## config.mk

```make
export PLATFORM = sky130hd
export DESIGN_NAME = tdc_fifo_sched_flat
export DESIGN_NICKNAME = d
export VERILOG_FILES = /design/src/rtl/tdc_fifo_sched_if.sv /design/src/rtl/tdc_fifo_sched.sv /design/src/flat_wrapper.sv
export SDC_FILE = /design/constraint.sdc
export NUM_CORES = 1
export LEC_CHECK = 0
export CORE_AREA = 3 3 128 130
export CTS_CLUSTER_DIAMETER = 40
export DETAILED_ROUTE_END_ITERATION = 12
export DIE_AREA = 0 0 131 133
export GPL_ROUTABILITY_DRIVEN = 0
export HOLD_SLACK_MARGIN = 0.08
export MAX_ROUTING_LAYER = met4
export PLACE_DENSITY = 0.83
export SKIP_CTS_REPAIR_TIMING = 1
export SLEW_MARGIN = 20
export SYNTH_ARGS = -nofsm -noshare
export SYNTH_HDL_FRONTEND = slang
export SYNTH_SLANG_ARGS = --single-unit
```

## constraint.sdc

```tcl
create_clock -name clk -period 2.5 [get_ports clk]
set_input_delay 0.25 -clock clk [delete_from_list [all_inputs] [get_ports clk]]
set_output_delay 0.25 -clock clk [all_outputs]
set_load 0.005 [all_outputs]
```

## src/rtl/tdc_fifo_sched_if.sv

```systemverilog
// rtl/tdc_fifo_sched_if.sv - channel, FIFO and UART byte-stream signals of the TDC timestamp scheduler
interface tdc_fifo_sched_if #(
  parameter int N_CH   = 4,
  parameter int DATA_W = 48
);
  logic [N_CH-1:0]        ch_valid;
  logic [N_CH*DATA_W-1:0] ch_data;
  logic [N_CH-1:0]        ch_ack;
  logic                   fifo_wr_en;
  logic [DATA_W-1:0]      fifo_din;
  logic                   fifo_full;
  logic                   fifo_rd_en;
  logic [DATA_W-1:0]      fifo_dout;
  logic                   fifo_empty;
  logic [7:0]             tx_data;
  logic                   tx_valid;
  logic                   tx_ready;
  logic                   busy;
  logic [15:0]            word_cnt;

  modport master (
    input  ch_valid, ch_data, fifo_full, fifo_dout, fifo_empty, tx_ready,
    output ch_ack, fifo_wr_en, fifo_din, fifo_rd_en, tx_data, tx_valid, busy, word_cnt
  );

  modport slave (
    output ch_valid, ch_data, fifo_full, fifo_dout, fifo_empty, tx_ready,
    input  ch_ack, fifo_wr_en, fifo_din, fifo_rd_en, tx_data, tx_valid, busy, word_cnt
  );
endinterface

```

## src/rtl/tdc_fifo_sched.sv

```systemverilog
// rtl/tdc_fifo_sched.sv - round-robin FIFO write arbiter and 6-byte MSB-first read serialiser
module tdc_fifo_sched #(
  parameter int N_CH   = 4,
  parameter int DATA_W = 48
) (
  input  logic             clk,
  input  logic             rst,
  tdc_fifo_sched_if.master bus
);
  localparam int PTR_W = (N_CH > 1) ? $clog2(N_CH) : 1;

  typedef enum logic [1:0] {S_IDLE, S_POP, S_LOAD, S_SEND} state_t;

  state_t            r_state;
  state_t            w_state_nxt;
  logic [PTR_W-1:0]  r_rr_ptr;
  logic [PTR_W-1:0]  w_grant;
  logic              w_found;
  logic              w_wr;
  logic              w_rd;
  logic              w_busy;
  logic              w_accept;
  logic [DATA_W-1:0] r_shift;
  logic [2:0]        r_byte_idx;
  logic              r_tx_valid;
  logic [15:0]       r_word_cnt;

  // Scan from the highest offset down so the nearest valid channel after rr_ptr wins.
  always_comb begin
    int k;
    k       = 0;
    w_found = 1'b0;
    w_grant = '0;
    for (int i = N_CH - 1; i >= 0; i--) begin
      k = int'(r_rr_ptr) + i;
      if (k >= N_CH) k = k - N_CH;
      if (bus.ch_valid[k[PTR_W-1:0]]) begin
        w_found = 1'b1;
        w_grant = k[PTR_W-1:0];
      end
    end
  end

  assign w_wr = w_found & ~bus.fifo_full & ~rst;

  always_comb begin
    bus.ch_ack = '0;
    if (w_wr) bus.ch_ack[w_grant] = 1'b1;
  end

  assign bus.fifo_wr_en = w_wr;
  assign bus.fifo_din   = bus.ch_data[int'(w_grant)*DATA_W +: DATA_W];

  always_ff @(posedge clk or posedge rst) begin
    if (rst) begin
      r_rr_ptr <= '0;
    end else if (w_wr) begin
      r_rr_ptr <= (w_grant == PTR_W'(N_CH - 1)) ? '0 : w_grant + 1'b1;
    end
  end

  assign w_accept = r_tx_valid & bus.tx_ready;

  always_ff @(posedge clk or posedge rst) begin
    if (rst) r_state <= S_IDLE;
    else     r_state <= w_state_nxt;
  end

  always_comb begin
    w_state_nxt = r_state;
    w_rd        = 1'b0;
    w_busy      = 1'b1;
    case (r_state)
      S_IDLE: begin
        w_busy = 1'b0;
        if (!bus.fifo_empty) w_state_nxt = S_POP;
      end
      S_POP: begin
        w_rd        = 1'b1;
        w_state_nxt = S_LOAD;
      end
      S_LOAD: w_state_nxt = S_SEND;
      S_SEND: if (w_accept && r_byte_idx == 3'd5) w_state_nxt = S_IDLE;
      default: w_state_nxt = S_IDLE;
    endcase
  end

  assign bus.fifo_rd_en = w_rd;
  assign bus.busy       = w_busy;

  // tx_data is the top byte of the shift register; each accepted byte shifts the next one up.
  always_ff @(posedge clk or posedge rst) begin
    if (rst) begin
      r_shift    <= '0;
      r_byte_idx <= 3'd0;
      r_tx_valid <= 1'b0;
      r_word_cnt <= 16'd0;
    end else if (r_state == S_LOAD) begin
      r_shift    <= bus.fifo_dout;
      r_byte_idx <= 3'd0;
      r_tx_valid <= 1'b1;
    end else if (r_state == S_SEND && w_accept) begin
      if (r_byte_idx == 3'd5) begin
        r_tx_valid <= 1'b0;
        r_word_cnt <= r_word_cnt + 16'd1;
      end else begin
        r_byte_idx <= r_byte_idx + 3'd1;
        r_shift    <= {r_shift[DATA_W-9:0], 8'h00};
      end
    end
  end

  assign bus.tx_data  = r_shift[DATA_W-1 -: 8];
  assign bus.tx_valid = r_tx_valid;
  assign bus.word_cnt = r_word_cnt;
endmodule
```

## src/flat_wrapper.sv

```systemverilog
// flat-port wrapper written by rule: the top's interface ports become plain ports
module tdc_fifo_sched_flat 
#(
  parameter int N_CH   = 4,
  parameter int DATA_W = 48
)
  (clk, rst, bus_ch_valid, bus_ch_data, bus_fifo_full, bus_fifo_dout, bus_fifo_empty, bus_tx_ready, bus_ch_ack, bus_fifo_wr_en, bus_fifo_din, bus_fifo_rd_en, bus_tx_data, bus_tx_valid, bus_busy, bus_word_cnt);
  tdc_fifo_sched_if #(.N_CH(N_CH), .DATA_W(DATA_W)) bus_i ();
  input  logic clk;
  input  logic rst;
  input wire logic [$bits(bus_i.ch_valid)-1:0] bus_ch_valid;
  input wire logic [$bits(bus_i.ch_data)-1:0] bus_ch_data;
  input wire logic [$bits(bus_i.fifo_full)-1:0] bus_fifo_full;
  input wire logic [$bits(bus_i.fifo_dout)-1:0] bus_fifo_dout;
  input wire logic [$bits(bus_i.fifo_empty)-1:0] bus_fifo_empty;
  input wire logic [$bits(bus_i.tx_ready)-1:0] bus_tx_ready;
  output wire logic [$bits(bus_i.ch_ack)-1:0] bus_ch_ack;
  output wire logic [$bits(bus_i.fifo_wr_en)-1:0] bus_fifo_wr_en;
  output wire logic [$bits(bus_i.fifo_din)-1:0] bus_fifo_din;
  output wire logic [$bits(bus_i.fifo_rd_en)-1:0] bus_fifo_rd_en;
  output wire logic [$bits(bus_i.tx_data)-1:0] bus_tx_data;
  output wire logic [$bits(bus_i.tx_valid)-1:0] bus_tx_valid;
  output wire logic [$bits(bus_i.busy)-1:0] bus_busy;
  output wire logic [$bits(bus_i.word_cnt)-1:0] bus_word_cnt;
  assign bus_i.ch_valid = bus_ch_valid;
  assign bus_i.ch_data = bus_ch_data;
  assign bus_i.fifo_full = bus_fifo_full;
  assign bus_i.fifo_dout = bus_fifo_dout;
  assign bus_i.fifo_empty = bus_fifo_empty;
  assign bus_i.tx_ready = bus_tx_ready;
  assign bus_ch_ack = bus_i.ch_ack;
  assign bus_fifo_wr_en = bus_i.fifo_wr_en;
  assign bus_fifo_din = bus_i.fifo_din;
  assign bus_fifo_rd_en = bus_i.fifo_rd_en;
  assign bus_tx_data = bus_i.tx_data;
  assign bus_tx_valid = bus_i.tx_valid;
  assign bus_busy = bus_i.busy;
  assign bus_word_cnt = bus_i.word_cnt;
  tdc_fifo_sched #(.N_CH(N_CH), .DATA_W(DATA_W)) u_core (.clk(clk), .rst(rst), .bus(bus_i));
endmodule
```

==> flow_summary.ini, run 1 <==
[worst_setup_path]
rr_endpoint = u_core.r_rr_ptr[1]$_DFFE_PP0P_
reg2regPathDepth = 9
arrival_ns = 2.58
cp_max_fo = 8
cp-end-kind = output port
timing.rr.start = u_core.r_rr_ptr[1]$_DFFE_PP0P_
required_ns = 2.25
critPathLaunchType = flop
r2r_slack_ns = 0.60
path_class = reg -> out

[worst_hold_path]
hold_class = in -> async

[synth]
synthDistinctLibCells = 34
syn_inst = 500
yosysTopAreaCell = mux2i_1
yosysSeqAreaShare_pct = 36.0
yosysTopAreaCellShare_pct = 36.8
yosysWarnings = 0
synth_area_um2 = 5010
avgSynthCellArea_um2 = 10.0
synth_seq_cells = 72
synthTopCellsByArea = mux2i_1, dfrtp_1, o21ai_0, nand2_1, buf_4
syn_nets = 757

[status]
violations = negative setup slack
outcome = complete, but fails checks

[sta]
rsz0062_at_grt = yes
finalCritPeriodShare_pct = 113
worstMarginPinSlew_ns = 0.596
setup_viol = 23
relSlewSlack_pct = 60.3
min_period_ns = 2.83
fin_worst_skew_ns = 0.00622
setup_ws_ns = -0.330
hold_violations = 0
tns_ns = -4.43
slew_violations = 0
max_freq_ghz = 0.353

[placed_design]
place_area_um2 = 8820
hpwl_mm = 16.5
place_ws_ns = -0.343
io_buffers = 328

[pwr]
p_leak_nw = 4.71
p_per_area_nw_per_um2 = 735
ir_drop_uv = 416

[detailed_routing]
drt_pass1_iterations = 4
drt_iter0_drc = 270
via_count = 5216
avgRoutedWirePerCell_um = 19.1
wl_mm = 20.8
ant_nets = 0
drc = 0
post_drt_via_cell_ratio = 4.79

[die]
die_w_um = 131
ios = 329
initial_core_util_pct = 32.8
core-area_um2 = 15300
num_rows = 45
fp.dieH_um = 133
dieArea_um2 = 17400

[clocking]
cts_made_buffers = 9
cts_htree_levels = 3
clk_root_buffer_cell = clkbuf_16
cts.sinks = 72
clk_pin_slew_ns = 0.06
cts_buffer_depth = 2
clk_latency_ns = 0.33
cts_tree = yes

[global_routing]
grt.total_usage_pct = 22.5
grt_pass1_vias = 5093
antenna_found_initial = 1
grt_max_degree = 75
overflow = 0
grt_pass1_wl_mm = 29.1

[cells_and_area]
final_core_util_pct = 62.4
nets = 1130
syn_to_final_growth_pct = 90.0
drive_above_1_share_pct = 15.3
multi_input_area_um2 = 3040
final_cell_area_um2 = 9520
regArea_um2 = 1800
fillCellCount = 1218

[run]
cap_violations = 0
## layout make-up
type / count / share of cell area [%]
well taps: 211 / 2.77
multi-input cells: 377 / 32.0
repair buffers: 404 / 42.8
diodes: 1 / 0.0263
inverters: 9 / 0.355
flip-flops and latches: 72 / 18.9
clock buffers: 12 / 2.59
clock inverters: 4 / 0.565
## synth_stat cells
cell	count
mux2i_1	184
dfrtp_1	72
nand2_1	65
o21ai_0	52
buf_4	17
xnor2_1	14
clkbuf_1	12
buf_2	10
inv_1	9
nand4_1	9
ha_1	8
nand3_1	7
and3_1	6
nor2_1	6
and2_1	3
xor2_1	3
and4_1	2
nor2b_1	2
nor3_1	2
nor4_1	2
o221ai_1	2
a21boi_0	1
a21oi_1	1
a221o_1	1
a22oi_1	1
buf_1	1
buf_6	1
buf_8	1
mux2_2	1
mux2_4	1
nand2b_1	1
o21a_1	1
or2_2	1
or3b_1	1
## logic make-up (layout without fill, tap and decap cells)
logic type	Yosys count	after routing	share of synthesized area (%)
xor gates and xnor gates	17	17	2.97
muxes	186	186	37.3
buffers and inverters	51	429	5.72
other	0	1	0
DFF	72	72	36.0
and+or+nand+nor	107	107	9.74
adders and majority gates	8	8	2.00
AOI/OAI and AO/OA	59	59	6.30
## report_power, final
group	internal (mW)	switching (mW)	total (mW)
registers	1.59	0.242	1.83
logic	2.19	1.68	3.87
clock network	0.802	0.488	1.29
## routing by layer
layer	part of all wire, %	GRT usage, %	wire (µm)	vias to the layer above
met1	41	28.5	8590	2428
met5	0	-	0	-
met3	9.2	6.86	1920	30
met4	2.4	6.86	510	0
met2	47	34.3	9820	230
li1	-	-	-	2528
## worst max-delay path, cell delays in order, from the launching register on
cell and delay [ns]:
dfrtp_1 0.44, or3b_4 0.43, o221ai_4 0.08, buf_12 0.17
buf_4 0.17, buf_12 0.13, mux2i_2 0.25, mux2i_1 0.12
clkdlybuf4s50_1 0.46
## stage by stage
stage	instances	total power [mW]	hold WS, ns
final	1090	6.99	0.267
after global routing	1090	7.43	0.304
after CTS	1062	6.74	0.265
after detailed placement	1046	5.40	0.480
after global placement	1046	5.32	0.464
after floorplan	500	3.69	0.371
## cell usage in the layout (no fill, tap or decap), types with 6 or more instances in the layout
cell type and count:
nand2_1 63, dfrtp_1 71, clkbuf_2 13, nand3_1 7
mux2i_1 169, xnor2_1 14, clkdlybuf4s50_1 289, clkbuf_16 12
buf_6 6, buf_12 13, inv_1 8, dlymetal6s2s_1 22
buf_4 54, mux2i_2 13, o21ai_0 52, and3_1 6
nor2_1 6, ha_1 7, nand4_1 9
## registers in the layout, indices dropped and copies added (netlist names)
register and count:
u_core.r_byte_idx 3, u_core.bus.tx_valid 1, u_core.r_rr_ptr 2, u_core.bus.word_cnt 16
u_core.r_state 2, u_core.r_shift 48
## worst max path at each step
stage | from | end | slack, ns | cells past startpoint
floorplan | rst | u_core.bus.tx_valid$_DFFE_PP0P_ | 0.43 | 1
global placement | bus_ch_valid[1] | bus_fifo_din[38] | -0.32 | 8
detailed placement | bus_ch_valid[2] | bus_ch_ack[1] | -0.34 | 8
CTS | u_core.r_rr_ptr[1]$_DFFE_PP0P_ | bus_fifo_din[6] | -0.40 | 7
global route | u_core.r_rr_ptr[0]$_DFFE_PP0P_ | bus_fifo_din[6] | -0.41 | 8
finish | u_core.r_rr_ptr[0]$_DFFE_PP0P_ | bus_fifo_din[13] | -0.33 | 8
Note: power is estimated with default switching activity, not from simulation.
==> inputs of run 2 (changes only) <==
Settings changed: CORE_AREA 3 3 128 130 to 2 2 127 129, DIE_AREA 0 0 131 133 to 0 0 129 131.
==> flow_summary.ini, run 2 (synthesized netlist as in run 1, its figures left out) <==
[detailed_routing]
drt_pass1_iterations = 6
post_drt_via_cell_ratio = 4.75
drt_iter0_drc = 192
wl_mm = 21.2
avgRoutedWirePerCell_um = 19.7
ant_nets = 0
drc = 0
via_count = 5114

[global_routing]
grt_max_degree = 102
grt.met3_usage_pct = 4.80
overflow = 0
grt_util_met2_pct = 39.0
grt_pass1_vias = 4960
antenna_found_initial = 2
gr-usage-met1_pct = 28.1
grt.total_usage_pct = 23.2
grt_pass1_wl_mm = 28.2
top_usage_layer = met2

[clocking]
cts_tree = yes
cts.sinks = 72
cts_buffer_depth = 2
clk_pin_slew_ns = 0.06
cts_made_buffers = 9
clk_latency_ns = 0.33
clk_root_buffer_cell = clkbuf_16
cts_htree_levels = 3

[cells_and_area]
final_common_cell = clkdlybuf4s50_1
diodes = 0
fillCellCount = 1264
drive_above_1_share_pct = 15.0
final_cell_area_um2 = 9560
nets = 1113
syn_to_final_growth_pct = 90.9
largest_register_ffs = 48
regMostFlops = u_core.r_shift
final_cell_mix = clkdlybuf4s50_1, mux2i_1, dfrtp_1

[sta]
setup_ws_ns = -0.118
rsz0062_at_grt = yes
fin_worst_skew_ns = 0.00609
relSlewSlack_pct = 67.1
slew_violations = 0
setup_viol = 11
worstMarginPinSlew_ns = 0.492
fin_hold_ws_ns = 0.375
finalCritPeriodShare_pct = 105
hold_violations = 0
tns_ns = -0.380
max_freq_ghz = 0.382
min_period_ns = 2.62

[die]
core-area_um2 = 15600
fp.dieH_um = 131
num_rows = 46
dieArea_um2 = 16900
ios = 329
initial_core_util_pct = 32.1
die_w_um = 129

[worst_setup_path]
required_ns = 2.25
cp_max_fo = 5
r2r_slack_ns = 0.55
timing.rr.start = u_core.r_state[0]$_DFFE_PP0P_
critPathLaunchType = flop
cp-end-kind = output port
reg2regPathDepth = 6
path_class = reg -> out
rr_endpoint = u_core.r_shift[34]$_DFFE_PP0P_
arrival_ns = 2.37

[worst_hold_path]
hold_class = in -> async

[status]
outcome = complete, but fails checks
violations = negative setup slack

[pwr]
ir_drop_uv = 382
p_leak_nw = 4.76
p_per_area_nw_per_um2 = 756

[run]
cap_violations = 0

[placed_design]
io_buffers = 328
hpwl_mm = 16.2
place_area_um2 = 8690
==> run 2: through the flow <==
stage | instances | total power [mW] | worst slack [ns] | util, %
CTS | 1047 | 6.96 | -0.488 | 58.1
global route | 1076 | 7.68 | -0.154 | 61.3
detailed placement | 1032 | 5.33 | -0.417 | 55.7
floorplan | 500 | 3.69 | 0.425 | -
global placement | 1032 | 5.25 | -0.382 | 55.7
finish | 1076 | 7.22 | -0.118 | 61.3
==> run 2: routing by layer <==
metal  routed length (µm)  share of wire [%]
met1                 8580                 41
met2                10700                 51
met3                 1360                6.4
met4                  520                2.5
met5                    0                  0
==> run 2: cell type report <==
type                       instances  area [µm²]  share of cell area (%)
timing repair buffer             386        3950                    41.3
multi-input combinational        378        3130                    32.8
sequential                        72        1800                    18.9
tap                              216         270                    2.83
clock buffer                      10         239                    2.50
clock inverter                     5         129                    1.35
inverter                           9        33.8                   0.353
==> run 2: worst max-delay path, stage by stage, from the launching register on <==
cell      delay (ns)
dfrtp_2         0.44
buf_6           0.14
a21boi_4        0.21
o221ai_4        0.13
buf_12          0.16
buf_4           0.13
buf_12          0.12
buf_6           0.13
mux2i_4         0.18
mux2i_4         0.22
buf_2           0.16
==> run 2: how the worst max path moves through the flow <==
stage          slack (ns)                              end                            from  cells after the start
4_1_cts             -0.49                  bus_fifo_din[2]  u_core.r_rr_ptr[1]$_DFFE_PP0P_                      6
3_5_place_dp        -0.42                  bus_fifo_din[2]                 bus_ch_valid[1]                      7
5_1_grt             -0.15                 bus_fifo_din[38]  u_core.r_rr_ptr[1]$_DFFE_PP0P_                     10
3_3_place_gp        -0.38                  bus_fifo_din[2]                 bus_ch_valid[0]                      7
6_report            -0.12                 bus_fifo_din[38]  u_core.r_rr_ptr[1]$_DFFE_PP0P_                     10
2_1_floorplan        0.43  u_core.bus.tx_valid$_DFFE_PP0P_                             rst                      1
==> run 2: where the power goes <==
group / total [mW] / switching [mW] / internal, mW
clock network: 1.58 / 0.486 / 1.10
logic: 3.79 / 1.67 / 2.12
registers: 1.84 / 0.255 / 1.59
total: 7.22 / 2.41 / 4.81
